File: config.mk
export PLATFORM = sky130hd
export DESIGN_NAME = ctech_lib_nor_reduce_dbnc
export DESIGN_NICKNAME = d
export VERILOG_FILES = /design/src/rtl/ctech_lib_nor_reduce_dbnc.sv
export SDC_FILE = /design/constraint.sdc
export NUM_CORES = 1
export LEC_CHECK = 0
export ABC_AREA = 0
export CAP_MARGIN = 20
export CORE_ASPECT_RATIO = 1.1
export CORE_UTILIZATION = 30
export DETAILED_ROUTE_END_ITERATION = 16
export HOLD_SLACK_MARGIN = 0.08
export PLACE_DENSITY_LB_ADDON = 0.1
export SETUP_SLACK_MARGIN = 0.15
export SYNTH_ARGS = -nofsm -noshare
export SYNTH_HDL_FRONTEND = slang
export SYNTH_SLANG_ARGS = --single-unit
File: constraint.sdc
create_clock -name clk -period 1.9 [get_ports clk]
set_clock_uncertainty 0.15 [all_clocks]
set_input_delay 0.475 -clock clk [delete_from_list [all_inputs] [get_ports clk]]
set_output_delay 0.475 -clock clk [all_outputs]
set_load 0.02 [all_outputs]
File: src/rtl/ctech_lib_nor_reduce_dbnc.sv
// NOR/OR reduction of a vector. The reduced value is delayed by a register
// pipeline and then debounced, with one-cycle rise/fall pulses.
module ctech_lib_nor_reduce_dbnc #(
  parameter int WIDTH = 32,
  parameter int PIPE  = 1,
  parameter int DBNC  = 4,
  parameter int MODE  = 0
) (
  input  logic             clk,
  input  logic             rstb,
  input  logic             en,
  input  logic [WIDTH-1:0] a,
  output logic             o1_raw,
  output logic             o1,
  output logic             rise,
  output logic             fall,
  output logic [1:0]       o_dbg_state
);

  localparam int CW = $clog2(DBNC + 1);
  localparam logic [CW:0]   DBNC_W = (CW+1)'(DBNC);
  localparam logic [CW-1:0] DBNC_C = CW'(DBNC);
  localparam logic [CW-1:0] CNT_ONE = CW'(1);

  typedef enum logic [1:0] {
    ST_LO     = 2'd0,
    ST_CHK_HI = 2'd1,
    ST_HI     = 2'd2,
    ST_CHK_LO = 2'd3
  } state_t;

  logic w_raw;
  assign w_raw = (MODE == 1) ? (|a) : ~(|a);

  generate
    if (PIPE == 0) begin : g_nopipe
      assign o1_raw = w_raw;
    end else begin : g_pipe
      logic [PIPE-1:0] r_pipe;
      logic [PIPE:0]   w_shift;
      assign w_shift = {r_pipe, w_raw};
      always_ff @(posedge clk or negedge rstb) begin
        if (!rstb) r_pipe <= '0;
        else       r_pipe <= w_shift[PIPE-1:0];
      end
      assign o1_raw = r_pipe[PIPE-1];
    end
  endgenerate

  state_t        r_state;
  logic [CW-1:0] r_cnt;
  logic [CW:0]   w_cnt_inc;
  logic          w_last;
  logic [CW-1:0] w_cnt_sat;

  // w_last marks the DBNC-th consecutive enabled sample of the new level.
  assign w_cnt_inc = {1'b0, r_cnt} + {{CW{1'b0}}, 1'b1};
  assign w_last    = (w_cnt_inc >= DBNC_W);
  assign w_cnt_sat = w_last ? DBNC_C : w_cnt_inc[CW-1:0];

  always_ff @(posedge clk or negedge rstb) begin
    if (!rstb) begin
      r_state <= ST_LO;
      r_cnt   <= '0;
      o1      <= 1'b0;
      rise    <= 1'b0;
      fall    <= 1'b0;
    end else begin
      rise <= 1'b0;
      fall <= 1'b0;
      if (en) begin
        case (r_state)
          ST_LO: begin
            if (o1_raw) begin
              if (DBNC == 1) begin
                r_state <= ST_HI;
                r_cnt   <= '0;
                o1      <= 1'b1;
                rise    <= 1'b1;
              end else begin
                r_state <= ST_CHK_HI;
                r_cnt   <= CNT_ONE;
              end
            end else begin
              r_cnt <= '0;
            end
          end
          ST_CHK_HI: begin
            if (o1_raw) begin
              if (w_last) begin
                r_state <= ST_HI;
                r_cnt   <= '0;
                o1      <= 1'b1;
                rise    <= 1'b1;
              end else begin
                r_cnt <= w_cnt_sat;
              end
            end else begin
              r_state <= ST_LO;
              r_cnt   <= '0;
            end
          end
          ST_HI: begin
            if (!o1_raw) begin
              if (DBNC == 1) begin
                r_state <= ST_LO;
                r_cnt   <= '0;
                o1      <= 1'b0;
                fall    <= 1'b1;
              end else begin
                r_state <= ST_CHK_LO;
                r_cnt   <= CNT_ONE;
              end
            end else begin
              r_cnt <= '0;
            end
          end
          ST_CHK_LO: begin
            if (!o1_raw) begin
              if (w_last) begin
                r_state <= ST_LO;
                r_cnt   <= '0;
                o1      <= 1'b0;
                fall    <= 1'b1;
              end else begin
                r_cnt <= w_cnt_sat;
              end
            end else begin
              r_state <= ST_HI;
              r_cnt   <= '0;
            end
          end
          default: begin
            r_state <= ST_LO;
            r_cnt   <= '0;
          end
        endcase
      end
    end
  end

  assign o_dbg_state = r_state;

endmodule

=== Word level (Yosys, flattened, before mapping) ===
Cells that the tools add are included.

* Add/subtract/negate cells: 1
* Order comparisons: 1
* Equality and inequality tests: 11
* Mux-type cells: 25
* Bitwise operators: 1
* Reductions and logical operators: 5

{| class="wikitable"
|+ Operator list
! cell !! number
|-
| $reduce_or 32->1 || 1
|-
| $mux 1 || 13
|-
| $mux 2 || 6
|-
| $ne 2x2->1 const B || 6
|-
| $pmux 3 s4 || 1
|-
| $mux 3 || 3
|-
| $pmux 2 s4 || 1
|-
| $ne 3x3->1 const B || 2
|-
| $reduce_and 6->1 || 1
|-
| $reduce_and 5->1 || 1
|-
| $add 3x1->4 const B || 1
|-
| $eq 2x2->1 const B || 2
|-
| $ge 4x3->1 const B || 1
|-
| $eq 2x1->1 const B || 1
|-
| $logic_not 2->1 || 1
|-
| $pmux 1 s2 || 1
|-
| $reduce_bool 2->1 || 1
|-
| $not 1->1 || 1
|}

* Bits in registers: 9
* Input bits: 35
* Word-level logic and storage cells: 50

=== Longest topological paths before layout ===
Gate-level depths: netlist of run 1.

* Depth in word-level cells: 6
* Gate-level depth with buffers: 4

=== Least setup slack after synthesis of run 1 ===
OpenSTA, ideal clock, no wires.

* Path kind: flip-flop to flip-flop
* Start point: register r_cnt[0]
* End point: register r_cnt[1]
* Library setup time: 0.095 ns
* Arrival: 1.180 ns
* Data required time: 1.655 ns
* Slack: 0.474 ns
* Cell stages (with the launch flop): 5
* Path buffers: 0
* Period minus slack after synthesis: 1.426 ns
* Cells stage by stage: dfrtp_1 ha_1 or2_1 o21a_1 o32ai_2

* Longest elaborated chain between the ends: 5
* Elaborated cells on any way between the ends: 6
* Those cells by class: add/sub (1); order compare (1); mux (4)

{| class="wikitable"
|+ Ends and longest elaborated chain
! what !! RTL line !! text
|-
| from (decl) || 51 || <nowiki>logic [CW-1:0] r_cnt;</nowiki>
|-
| from (signal assigned) || 96 || <nowiki>r_cnt <= w_cnt_sat;</nowiki>
|-
| from (signal assigned) || 126 || <nowiki>r_cnt <= w_cnt_sat;</nowiki>
|-
| $add 3x1->4 * || 57 || <nowiki>assign w_cnt_inc = {1'b0, r_cnt} + {{CW{1'b0}}, 1'b1};</nowiki>
|-
| $ge 4x3->1 || 58 || <nowiki>assign w_last = (w_cnt_inc >= DBNC_W);</nowiki>
|-
| $mux 3 * || 90, 120 ||
|-
| $mux 3 (on tied branches) || 119, 89 ||
|-
| $pmux 3 s4 * || 72 || <nowiki>case (r_state)</nowiki>
|}

Every way passes the cells marked *; elsewhere a longest branch is shown, timed or not.
A chain may end at the register's enable or synchronous reset.

=== Worst setup path after layout of run 1 ===
* Start point: register g_pipe.r_pipe, in the netlist o1_raw
* End point: output o1_raw

{| class="wikitable"
|+ RTL lines
! what !! RTL line !! text
|-
| from (decl) || 39 || <nowiki>logic [PIPE-1:0] r_pipe;</nowiki>
|-
| from (signal assigned) || 44 || <nowiki>else r_pipe <= w_shift[PIPE-1:0];</nowiki>
|-
| to (decl) || 13 || <nowiki>output logic o1_raw,</nowiki>
|}

No word-level cell between the ends.

==> results of run 1 <==
-- kinds of logic (layout without fill, tap and decap cells) --
group                    after synthesis  after routing
AO/OA/AOI/OAI                         12             12
buffers and inverters                  5             50
AND/OR/NAND/NOR                       19             19
flip-flops                             9              9
adder cells (fa/ha/maj)                1              1
XOR/XNOR                               2              2
-- power by group --
| group | internal, mW | switching, mW | total (mW) |
|---|---|---|---|
| registers | 0.234 | 0.0451 | 0.279 |
| clock network | 0.0807 | 0.0638 | 0.145 |
| logic | 0.152 | 0.132 | 0.284 |
-- worst reg2reg max path, stage by stage, from the launching register on --
cell and delay [ns]:
dfrtp_1 0.40, ha_1 0.26, or2_1 0.26, o21a_1 0.12, o32ai_2 0.25
-- layer usage --
layer	global-route usage (%)	wire, um
met1	24.6	632
met2	32.9	803
met3	6.53	55
met4	3.33	0
met5	0	0
-- what timing repair did --
item,in CTS,in global routing
resized for setup,6,0
setup endpoints to repair,6,0
hold buffers,0,0
-- through the flow --
stage	total power, mW	hold WS (ns)	area, um2
CTS	0.716	0.371	928
detailed placement	0.585	0.369	910
global route	0.753	0.387	928
finish	0.708	0.358	928
floorplan	0.427	0.0294	482
global placement	0.570	0.369	910
-- cell usage in the layout (no fill, tap or decap) --
cell type        count
o32ai_2              1
clkbuf_1             1
xor2_1               1
inv_1                5
dlygate4sd2_1        6
clkbuf_4             3
nor2b_1              1
o211a_1              2
and2_1               1
dfrtp_1              9
clkdlybuf4s50_1     34
nor3b_2              1
nand2_1              3
o21ai_0              2
o21a_1               2
nand4_1              2
xnor2_1              1
nor4_1               8
o211ai_1             1
o221ai_1             1
ha_1                 1
or2_1                1
buf_4                1
o22ai_1              2
a21oi_1              1
nor2_1               2
-- final timing paths --
check,end,cells after the start,startpoint
max in group asynchronous,o1$_DFFE_PN0P_,1,rstb
worst min-delay path,o_dbg_state[0]$_DFFE_PN0P_,1,rstb
min in group clk,rise$_DFF_PN0_,1,flop
worst max register to register,r_cnt[1]$_DFFE_PN0P_,4,r_cnt[0]$_DFFE_PN0P_
worst max-delay path,o1_raw,1,o1_raw$_DFF_PN0_
worst min register to register,rise$_DFF_PN0_,1,flop
-- area by class of cell --
type | count | area (um2)
fill | 118 | 508
multi-input combinational | 34 | 238
inverter | 5 | 18.8
tap | 16 | 20.0
clock buffer | 4 | 26.3
timing repair buffer | 41 | 400
sequential | 9 | 225
==> qor.csv, run 1 <==
stage,metric,value,unit
run_status,status,completed,
cts,h-tree-depth,1,
grt,antenna_found_initial,0,
worst_setup_path,worstPathRequired,1.27,ns
worst_setup_path,cp_slowest_stage_delay,0.44,ns
grt,track_usage,19.7,%
logic_synthesis,ys.flop_type,dfrtp_1,
cts,clkSlewWorstSetupHoldPaths,0.06,ns
logic_synthesis,syn_nets,84,
sta,worst_slack,0.216,ns
logic_synthesis,syn_inst,48,
grt,grt_pass1_vias,544,
cts,cts_sinks,9,
routing,viasPerCell,4.92,
worst_hold_path,min_path_type,primary input to async pin,
cts,postCtsSetupRepairBufs,0,
worst_setup_path,crit_path_top_delay_cell,dfrtp_1,
grt,grt_pass1_wl,2370,um
power,p_leak,0.413,nW
routing,wl,1490,um
logic_synthesis,synth_cell_type_count,21,
place,hpwl,1340,um
cells_and_area,final_layout_size_suffix_gt1_share,6.45,%
logic_synthesis,yosys-top-cells-area,"dfrtp_1 (47%), nor4_1 (10%), o211a_1 (4.2%)",
cts,cts_tree,built,
sta,rsz0062_at_grt,false,
logic_synthesis,synth_top_area_cell,dfrtp_1,
routing,dr.pass1.iters,4,
logic_synthesis,yosysMostFrequentCell,dfrtp_1,
logic_synthesis,ys_seq_area_share,46.8,%
sta,post-route-period-util,88.6,%
logic_synthesis,synth-xor-area-share,3.64,%
sta,fin_setup_tns,0,ns
cells_and_area,nNetsFinal,130,
cts,clk_path_buf_depth,2,
worst_setup_path,critical_path.top_delay_family,flip-flops,
worst_setup_path,path_buf_inv,1,
logic_synthesis,synthMuxAreaShare,0,%
worst_setup_path,arrival,1.06,ns
routing,ant_nets,0,
cts,cts_buffers,3,
logic_synthesis,synth_edf_count,0,
routing,vias,536,
die,dieArea,1770,um2
worst_setup_path,crit_type,flop to primary output,
die,die-width,40.2,um
grt,overflow,0,
sta,period_needed,1.68,ns
sta,hold_violations,0,
worst_setup_path,crit_chain,dlygate4sd2_1,
die,start_util,33.5,%
worst_setup_path,reg2reg_slack,0.37,ns
place,dp_cells,105,
worst_setup_path,critPathMaxFanout,5,
die,core_area,1440,um2
routing,wire_per_inst,13.7,um
sta,timing_max_transition_violations_final,0,
sta,setup_violations,0,
sta,worstMarginPinSlew,0.398,ns
routing,drtIter0Drc,3,
cells_and_area,final_util,64.6,%
cells_and_area,final_cells,109,
job,cap_violations,0,
place,io_buffers,40,
logic_synthesis,netlist_top_cells_count,"dfrtp_1 (9), nor4_1 (8), inv_1 (5)",
worst_setup_path,crit_path_end_kind,primary output,
die,fp.dieH,44.0,um
die,num_rows,14,
logic_synthesis,yosysWarningCount,0,
cells_and_area,syn_to_final_growth,92.7,%
worst_setup_path,cp-start-kind,flop,
logic_synthesis,syn_area_per_cell,10.0,um2
power,p_per_area,762,nW/um2
logic_synthesis,synth_seq_cells,9,
logic_synthesis,synth-compound-area-share,19.7,%
place,dpl_worst_slack,0.187,ns
sta,maxSlewHeadroom,73.4,%
logic_synthesis,synthArstFlopShare,100,%
cells_and_area,antenna_cells,0,
place,place_congestion,0.700,
logic_synthesis,yosysTopAreaCellShare,46.8,%
power,peakVddDrop,627,uV
cts,cts-root-buf,clkbuf_4,
sta,fmax,594,MHz
logic_synthesis,synth_top_family_by_area,simple AND/OR/NAND/NOR gates,
grt,grt_max_degree,10,
logic_synthesis,yosys.area_share.simple,23.4,%
logic_synthesis,synthAdderAreaFrac,2.60,%
logic_synthesis,synth_area,482,um2
routing,drc_errors,0,
cts,clk_latency,0.26,ns
die,top_level_ports,41,
No activity file was read; power rests on OpenSTA's default activity.
==> run 2, diff against run 1 <==
Settings changed: SLEW_MARGIN set to 20.
==> results of run 2 <==
No change in the layout: final DEF, timing and power equal those of run 1.
==> run 3, diff against run 2 <==
Settings changed: CELL_PAD_IN_SITES_DETAIL_PLACEMENT set to 1, CELL_PAD_IN_SITES_GLOBAL_PLACEMENT set to 1, CORE_UTILIZATION 30 to 22, SKIP_LAST_GASP set to 1.
Clock period 1.9 ns to 2.1 ns, I/O delays scaled along.
==> qor.csv, run 3 (synthesis gave the netlist of run 1 again) <==
stage,metric,value,unit
worst_setup_path,r2r-start,r_cnt[0]$_DFFE_PN0P_,
place,place_area,925,um2
cts,clk_latency,0.26,ns
die,die-width,46.6,um
worst_setup_path,reg2reg_slack,0.59,ns
routing,drtIter0Drc,1,
cts,cts_hold_buf,0,
die,start_util,23.6,%
job,cap_violations,0,
cells_and_area,post-route-cell-area,950,um2
worst_setup_path,crit_path_end_kind,primary output,
cts,cts_tree,built,
power,internal-power,0.422,mW
place,dp_cells,117,
cts,clkSlewWorstSetupHoldPaths,0.06,ns
worst_setup_path,worstReg2RegEnd,r_cnt[1]$_DFFE_PN0P_,
routing,drc_errors,0,
routing,vias,569,
sta,period_needed,1.85,ns
power,clockPowerShare,21.3,%
sta,timing_max_transition_violations_final,0,
routing,wire_per_inst,13.1,um
die,top_level_ports,41,
worst_setup_path,ff2ff_path_depth,4,
worst_setup_path,critical_path.top_delay_family,buffers and inverters,
grt,grt_pass1_vias,649,
die,fp.dieH,51.1,um
worst_setup_path,crit_path_top_delay_cell,clkdlybuf4s50_1,
power,switching_share,34.5,%
worst_setup_path,worstPathRequired,1.42,ns
cts,cts-root-buf,clkbuf_4,
cells_and_area,nNetsFinal,130,
worst_hold_path,min_path_type,flop to flop,
run_status,status,completed,
cells_and_area,fillers,235,
die,core_area,2040,um2
worst_setup_path,critPathMaxFanout,1,
worst_setup_path,cp-start-kind,flop,
cells_and_area,syn_to_final_growth,97.1,%
grt,track_usage,16.6,%
sta,fin_setup_tns,0,ns
worst_setup_path,cp_slowest_stage_delay,0.60,ns
worst_setup_path,arrival,1.18,ns
place,hpwl,1410,um
sta,post-route-period-util,88.2,%
power,netSwitchingPower,0.222,mW
routing,dr.pass1.iters,2,
cts,cts_buffers,3,
sta,maxSlewHeadroom,71.5,%
cts,h-tree-depth,1,
cells_and_area,final_cells,121,
sta,rsz0062_at_grt,false,
grt,grt_max_degree,10,
cells_and_area,final_layout_size_suffix_gt1_share,6.45,%
power,p_leak,0.405,nW
power,p_seq_share,39.2,%
worst_setup_path,crit_type,flop to primary output,
worst_hold_path,hold-path-cell-count,1,
grt,overflow,0,
sta,setup_violations,0,
power,peakVddDrop,264,uV
cells_and_area,mostFrequentLayoutCell,clkdlybuf4s50_1,
die,dieArea,2380,um2
grt,grt_pass1_wl,2740,um
sta,fmax,540,MHz
worst_hold_path,holdPathEnd,rise$_DFF_PN0_,
place,place_congestion,0.757,
sta,hold_violations,0,
cts,clk_path_buf_depth,2,
die,num_rows,17,
grt,antenna_found_initial,0,
worst_setup_path,crit_chain,clkdlybuf4s50_1,
cells_and_area,antenna_cells,0,
routing,ant_nets,0,
routing,viasPerCell,4.70,
power,p_per_area,678,nW/um2
cells_and_area,final_cell_mix,"clkdlybuf4s50_1 (36), dfrtp_1 (9), nor4_1 (8)",
worst_setup_path,path_buf_inv,1,
power,power_frac_comb,39.5,%
sta,worstMarginPinSlew,0.426,ns
place,io_buffers,40,
cts,cts_sinks,9,
routing,wl,1590,um
run 3: changes by cell type in the layout (fill, tap and decap cells not counted):
cell	before	now
dlygate4sd2_1	6	3
clkdlybuf4s50_1	34	36
dlymetal6s2s_1	0	1
run 3: worst max path at each step:
stage                                    start                    to  slack [ns]  cells after the start
final                           fall$_DFF_PN0_                  fall        0.25                      1
after global routing            fall$_DFF_PN0_                  fall        0.20                      1
after CTS                       o1$_DFFE_PN0P_                    o1        0.16                      1
after detailed placement                  a[0]      o1_raw$_DFF_PN0_        0.27                      4
after global placement                   a[12]      o1_raw$_DFF_PN0_        0.28                      4
after floorplan           r_cnt[0]$_DFFE_PN0P_  r_cnt[1]$_DFFE_PN0P_        0.67                      4
run 3: per-stage QoR:
stage	util (%)	hold WS, ns	worst slack (ns)	power, mW
finish	46.5	0.392	0.247	0.644
global route	46.5	0.414	0.200	0.697
CTS	46.4	0.396	0.159	0.657
detailed placement	45.3	0.390	0.273	0.529
global placement	45.3	0.375	0.279	0.524
floorplan	-	0.0794	0.674	0.386
run 3: metal layers:
| layer | up-vias | wire [um] | GRT usage (%) |
|---|---|---|---|
| li1 | 273 | - | - |
| met1 | 259 | 595 | 18.0 |
| met2 | 37 | 804 | 26.9 |
| met3 | 0 | 189 | 7.07 |
| met4 | 0 | 0 | 8.10 |
| met5 | - | 0 | 0 |
run 3: power by group through the flow:
stage                     Clock (mW)  Sequential [mW]  Combinational [mW]
after floorplan                    0            0.271               0.116
after global placement             0            0.255               0.269
after detailed placement           0            0.258               0.272
after CTS                      0.143            0.254               0.260
after global routing           0.152            0.260               0.285
final                          0.137            0.253               0.254
run 3: final cells by class:
class | instances | area (um2) | area share (%)
clock buffers | 4 | 26.3 | 2.77
inverters | 5 | 18.8 | 1.98
well taps | 28 | 35.0 | 3.69
flip-flops and latches | 9 | 225 | 23.7
repair buffers | 41 | 407 | 42.8
multi-input cells | 34 | 238 | 25.0
run 3: timing repair:
item | 4_1_cts | 5_1_grt
setup buffers | 0 | 0
setup endpoints to repair | 3 | 1
resized for setup | 3 | 1
